<file path="src/rtl/aes_pkg.sv">
// Shared AES definitions: state geometry, byte type and the one ShiftRows/InvShiftRows
// permutation used by every byte-serial and combinational user.
package aes_pkg;

   localparam int AES_STATE_BYTES = 16;
   localparam int AES_IDX_W       = 4;

   typedef logic [7:0]           aes_byte_t;
   typedef logic [AES_IDX_W-1:0] aes_idx_t;

   localparam aes_idx_t AES_LAST_IDX = aes_idx_t'(AES_STATE_BYTES - 1);

   // Output index k = 4*col + row takes its byte from column (col -/+ row) mod 4, same row.
   function automatic aes_idx_t shift_rows_src(input aes_idx_t k, input logic inv);
      logic [1:0] row;
      logic [1:0] col;
      logic [1:0] src_col;
      row     = k[1:0];
      col     = k[3:2];
      src_col = inv ? (col - row) : (col + row);
      return {src_col, row};
   endfunction

endpackage

</file>
<file path="src/rtl/stream_pingpong_ctrl.sv">
// Ping-pong bookkeeping for a two-bank 16-beat buffer: full flags, bank selects,
// beat counters, ready/valid handshakes and the registered framing-error pulse.
module stream_pingpong_ctrl
   import aes_pkg::*;
(
   input  logic     clk,
   input  logic     rst,
   input  logic     in_valid_i,
   input  logic     in_last_i,
   input  logic     out_ready_i,
   output logic     in_ready_o,
   output logic     out_valid_o,
   output logic     out_last_o,
   output logic     wr_en_o,
   output logic     wr_sel_o,
   output aes_idx_t wr_cnt_o,
   output logic     rd_sel_o,
   output aes_idx_t rd_cnt_o,
   output logic     err_o
);

   logic [1:0] full_q,   full_d;
   logic       wr_sel_q, wr_sel_d;
   logic       rd_sel_q, rd_sel_d;
   aes_idx_t   wr_cnt_q, wr_cnt_d;
   aes_idx_t   rd_cnt_q, rd_cnt_d;
   logic       err_q,    err_d;

   logic accept;
   logic consume;

   // Held low throughout reset even though the cleared flags alone would read as ready.
   assign in_ready_o  = ~full_q[wr_sel_q] & ~rst;
   assign out_valid_o = full_q[rd_sel_q];
   assign out_last_o  = out_valid_o & (rd_cnt_q == AES_LAST_IDX);

   assign accept  = in_valid_i & in_ready_o;
   assign consume = out_valid_o & out_ready_i;

   assign wr_en_o  = accept;
   assign wr_sel_o = wr_sel_q;
   assign wr_cnt_o = wr_cnt_q;
   assign rd_sel_o = rd_sel_q;
   assign rd_cnt_o = rd_cnt_q;
   assign err_o    = err_q;

   always_comb begin
      // NOTE: every _d gets its hold value first, so no path can leave one unassigned (no latch).
      full_d   = full_q;
      wr_sel_d = wr_sel_q;
      rd_sel_d = rd_sel_q;
      wr_cnt_d = wr_cnt_q;
      rd_cnt_d = rd_cnt_q;
      err_d    = 1'b0;

      if (accept) begin
         if (wr_cnt_q == AES_LAST_IDX) begin
            full_d[wr_sel_q] = 1'b1;
            wr_sel_d         = ~wr_sel_q;
            wr_cnt_d         = '0;
            err_d            = ~in_last_i;
         end else if (in_last_i) begin
            wr_cnt_d = '0;
            err_d    = 1'b1;
         end else begin
            wr_cnt_d = wr_cnt_q + 4'd1;
         end
      end

      // Filling and draining always target different banks, so both updates can coexist.
      if (consume) begin
         if (rd_cnt_q == AES_LAST_IDX) begin
            full_d[rd_sel_q] = 1'b0;
            rd_sel_d         = ~rd_sel_q;
            rd_cnt_d         = '0;
         end else begin
            rd_cnt_d = rd_cnt_q + 4'd1;
         end
      end
   end

   // NOTE: registered state uses non-blocking assignments only.
   always_ff @(posedge clk or posedge rst) begin
      if (rst) begin
         full_q   <= '0;
         wr_sel_q <= 1'b0;
         rd_sel_q <= 1'b0;
         wr_cnt_q <= '0;
         rd_cnt_q <= '0;
         err_q    <= 1'b0;
      end else begin
         full_q   <= full_d;
         wr_sel_q <= wr_sel_d;
         rd_sel_q <= rd_sel_d;
         wr_cnt_q <= wr_cnt_d;
         rd_cnt_q <= rd_cnt_d;
         err_q    <= err_d;
      end
   end

endmodule

</file>
<file path="src/rtl/inv_shift_rows_stream.sv">
// Byte-serial (Inv)ShiftRows reorder: two 16-byte banks written in arrival order and
// read back through the row-rotation permutation, 1 byte/cycle sustained.
module inv_shift_rows_stream
   import aes_pkg::*;
#(
   parameter int MODE = 1,
   parameter int DW   = 8
) (
   input  logic          clk,
   input  logic          rst,
   input  logic          in_valid,
   output logic          in_ready,
   input  logic [DW-1:0] in_data,
   input  logic          in_last,
   output logic          out_valid,
   input  logic          out_ready,
   output logic [DW-1:0] out_data,
   output logic          out_last,
   output logic          err
);

   if (DW != 8) begin : g_bad_dw
      $error("inv_shift_rows_stream: DW must be 8");
   end

   localparam logic INV = (MODE != 0);

   logic     wr_en;
   logic     wr_sel;
   logic     rd_sel;
   aes_idx_t wr_cnt;
   aes_idx_t rd_cnt;
   aes_idx_t rd_src;

   logic [DW-1:0] bank_q [2][AES_STATE_BYTES];

   stream_pingpong_ctrl u_ctrl (
      .clk         (clk),
      .rst         (rst),
      .in_valid_i  (in_valid),
      .in_last_i   (in_last),
      .out_ready_i (out_ready),
      .in_ready_o  (in_ready),
      .out_valid_o (out_valid),
      .out_last_o  (out_last),
      .wr_en_o     (wr_en),
      .wr_sel_o    (wr_sel),
      .wr_cnt_o    (wr_cnt),
      .rd_sel_o    (rd_sel),
      .rd_cnt_o    (rd_cnt),
      .err_o       (err)
   );

   // NOTE: the banks carry no reset; out_data is gated by out_valid so stale contents never leak.
   always_ff @(posedge clk) begin
      if (wr_en) begin
         bank_q[wr_sel][wr_cnt] <= in_data;
      end
   end

   assign rd_src   = shift_rows_src(rd_cnt, INV);
   assign out_data = out_valid ? bank_q[rd_sel][rd_src] : '0;

endmodule

</file>
<file path="config.mk">
export PLATFORM = sky130hd
export DESIGN_NAME = inv_shift_rows_stream
export DESIGN_NICKNAME = d
export VERILOG_FILES = /design/src/rtl/aes_pkg.sv /design/src/rtl/stream_pingpong_ctrl.sv /design/src/rtl/inv_shift_rows_stream.sv
export SDC_FILE = /design/constraint.sdc
export NUM_CORES = 1
export LEC_CHECK = 0
export ABC_AREA = 1
export ABC_CLOCK_PERIOD_IN_PS = 5300
export CAP_MARGIN = 20
export CELL_PAD_IN_SITES_DETAIL_PLACEMENT = 1
export CELL_PAD_IN_SITES_GLOBAL_PLACEMENT = 1
export CORE_AREA = 5 5 189 191
export DETAILED_ROUTE_END_ITERATION = 16
export DIE_AREA = 0 0 194 196
export DONT_BUFFER_PORTS = 1
export GPL_ROUTABILITY_DRIVEN = 0
export PLACE_DENSITY = 0.59
export SKIP_LAST_GASP = 1
export SYNTH_ARGS = -nofsm -noshare
export SYNTH_HDL_FRONTEND = slang
export SYNTH_HIERARCHICAL = 1
export SYNTH_SLANG_ARGS = --single-unit
</file>
<file path="constraint.sdc">
create_clock -name clk -period 5.3 [get_ports clk]
set_input_delay 1.59 -clock clk [delete_from_list [all_inputs] [get_ports clk]]
set_output_delay 1.59 -clock clk [all_outputs]
set_load 0.03 [all_outputs]
</file>
==> impl_metrics.ini <==
[cts]
cts_max_level = 1
tritoncts_num_sinks = 269
cts.root.buffer_cell = clkbuf_16
insertion_delay_ns = 0.54
cts.reportedPaths.clkPinSlew_ns = 0.06
hold_buffers = 0
cts_tree = done
post_cts_resized = 0
clock_buffers_created_by_tritoncts = 31
max-clock-path-buffers = 3
post_cts.repair.setup_buffers = 0

[critical_path]
crit_path_start_kind = register
r2r_slack_ns = 1.94
worstPathBufferInverterCount = 2
cp_top_family = simple AND/OR/NAND/NOR gates
cp.required_ns = 3.71
critical_path.cell_chain = inv_4 -> buf_4 -> nand2_1 -> nand2_1 -> nand2_1 -> nand3_1 -> nand3_1 -> nand2_1 -> nor2_1 -> nor2_1
reg2reg_to = bank_q[1][58]$_DFFE_PP_
timing.critical_path.arrival_ns = 3.00
worstReg2RegStart = u_ctrl/wr_sel_o$_DFFE_PP0P_
crit_cells = 10
worstPathMaxFanout = 60
worstSetupEndpointType = output pin
critPathSlowestCell = nor2_1
timing.critical_path.mode_cell = nand2_1
r2r_cells = 7
cp_slowest_stage_delay_ns = 0.53
timing.setup.critical_path_class = reg2out

[logic_synthesis]
synth_top_flop_cell = edfxtp_1
synth.yosys.warnings = 6
synth.top_cells.by_area = edfxtp_1 66%, nand2_1 13%, nand3_1 6.4%
netlist.top_cell.by_area = edfxtp_1
number_of_instances_in_the_synthesized_netlist = 1122
synth.net_count = 1138
share_of_the_yosys_chip_area_belonging_to_registers = 0.684
synth_most_common_cell = nand2_1
synth_area_mm2 = 0.0117
avgSynthCellArea_um2 = 10.4
synth_enable_flop_cells = 256
share_of_the_synthesized_area_in_the_top_cell_type = 0.656
synth.top_cells.by_count = 394 x nand2_1, 256 x edfxtp_1, 150 x nand3_1
async_flop_share = 0.0483
synth-seq-cells = 269
synth_cell_type_count = 30

[routing]
detail_route.iter0.violations = 491
finalWirelength_mm = 33.1
dr_total_vias = 7943
post_drt_via_cell_ratio = 4.90
drt_drc_violations_left = 0
wl_cell_um = 20.5
drt.antenna.violating_nets = 0
drt_first_pass_iters = 4

[die]
die_area_mm2 = 0.0380
placeableCoreArea_mm2 = 0.0339
ios = 25
chipHeight_um = 196
initial_core_util = 0.345
num_rows = 68
die_w_um = 194

[layout]
drive_above_1_share = 0.0851
final_nets = 1156
area_delta_synth_final_pct = 13.0
finalCoreUtilization = 0.390
finish.instance_area_mm2 = 0.0132
stdcell_count = 1620
filler_cell_count = 3736

[timing]
timing.max_slew.rel_slack = 0.298
max_freq_mhz = 218
max_slew.worst_pin.slew_ns = 1.05
count_of_pins_over_their_slew_limit = 0
timing.final.crit_share = 0.866
fin_ws_ns = 0.710
report.final.hold_viol_count = 0
rsz_0062_raised_after_global_routing = no
final.setup_skew_ns = 0.00644
timing.final.setup_violations = 0
setup_total_negative_slack_ns = 0
post-route-min-period_ns = 4.59

[power]
comb_power_share = 0.356
power.share.switching = 0.386
p_seq_frac = 0.348
power.ir.vdd_worst_uv = 312
pwr_density_cell_mw_per_mm2 = 524
switching_power_uw = 2680
cell_internal_pwr_uw = 4260
power.share.clock = 0.296
power_leakage_uw = 0.00521

[min_path]
holdCritStartpoint = u_ctrl/full_q[1]$_DFF_PP0_
holdPathEnd = u_ctrl/full_q[1]$_DFF_PP0_
hold-path-cell-count = 2
worstHoldPathType = reg2reg

[global_route]
first_global_vias = 8262
grt_remaining_overflow = 0
antenna_found_initial = 0
global_route.usage.total = 0.172
grt_pass1_wl_mm = 50.7
grt_max_degree = 135

[placement]
pre_cts_slack_ns = 1.26
post-dp-hpwl_mm = 20.4
place_area_mm2 = 0.0123
port_buffers = 0
placed_cells_incl_taps = 1562

[status]
status = finished, final reports clean

[flow_run]
maxCapViolCount = 0
==> power by group through the flow <==
stage	registers (uW)	logic, uW	clock network, uW
4_1_cts	2420	2520	2100
3_5_place_dp	2460	2510	0
3_3_place_gp	2460	2490	0
6_report	2420	2470	2050
2_1_floorplan	2440	1670	0
5_1_grt	2420	2720	2190
==> per-layer routing <==
metal / track usage / part of all wire / wire [um]
met1: 0.234 / 0.45 / 15000
met2: 0.295 / 0.49 / 16300
met3: 0.0208 / 0.032 / 1060
met4: 0.0448 / 0.025 / 833
met5: 0 / 0 / 0
==> per-stage QoR <==
stage | total power [uW] | hold WS, ns
3_3_place_gp | 4950 | 0.530
4_1_cts | 7040 | 0.548
5_1_grt | 7340 | 0.577
6_report | 6930 | 0.548
3_5_place_dp | 4970 | 0.538
2_1_floorplan | 4100 | 0.504
==> cell families after synthesis <==
family | count (synthesis) | share of synthesized area
compound gates | 27 | 0.0123
xor+xnor | 4 | 0.00299
fa+ha+maj | 3 | 0.00320
buf+inv | 146 | 0.0589
flops | 269 | 0.684
simple gates | 673 | 0.239
==> worst min-delay path, delay by kind of cell, from the launching register on <==
family | cells | cell delay, ns
AOI/OAI and AO/OA | 1 | 0.06
buffers and inverters | 1 | 0.06
DFF | 1 | 0.39
==> worst max path at each step <==
stage	from	end	slack (ns)
2_1_floorplan	rst	in_ready	1.43
3_3_place_gp	u_ctrl/rd_sel_o$_DFFE_PP0P_	out_data[3]	1.27
3_5_place_dp	u_ctrl/rd_sel_o$_DFFE_PP0P_	out_data[6]	1.26
4_1_cts	u_ctrl/rd_sel_o$_DFFE_PP0P_	out_data[6]	0.67
5_1_grt	u_ctrl/rd_sel_o$_DFFE_PP0P_	out_data[6]	0.53
6_report	u_ctrl/rd_sel_o$_DFFE_PP0P_	out_data[6]	0.71
==> cell usage in the layout (no fill, tap or decap), drive strengths merged <==
cell type	count
nand2	397
edfxtp	256
nand3	150
nor2	98
inv	93
buf	38
clkbuf	36
o21ai	21
nor3	16
clkinv	16
dfrtp	13
or2	10
a21oi	4
ha	3
bufinv	3
xnor2	3
nand4	2
o211ai	2
clkinvlp	2
diode	1
xor2	1
==> state kept, by name (all words and copies together), names as in the netlist <==
| name | flops |
|---|---|
| u_ctrl/full_q | 2 |
| u_ctrl/err_o | 1 |
| bank_q | 256 |
| u_ctrl/wr_sel_o | 1 |
| u_ctrl/rd_cnt_o | 4 |
| u_ctrl/wr_cnt_o | 4 |
| u_ctrl/rd_sel_o | 1 |
==> area by class of cell <==
cell class	count	area, um^2	share of cell area
clock inverter	21	175	0.0132
clock buffer	36	795	0.0600
tap	455	569	0.0430
timing repair buffer	38	310	0.0234
antenna	1	2.50	0.000189
sequential	269	8020	0.606
inverter	93	352	0.0266
multi-input combinational	707	3020	0.228
No activity file was read; power rests on OpenSTA's default activity.
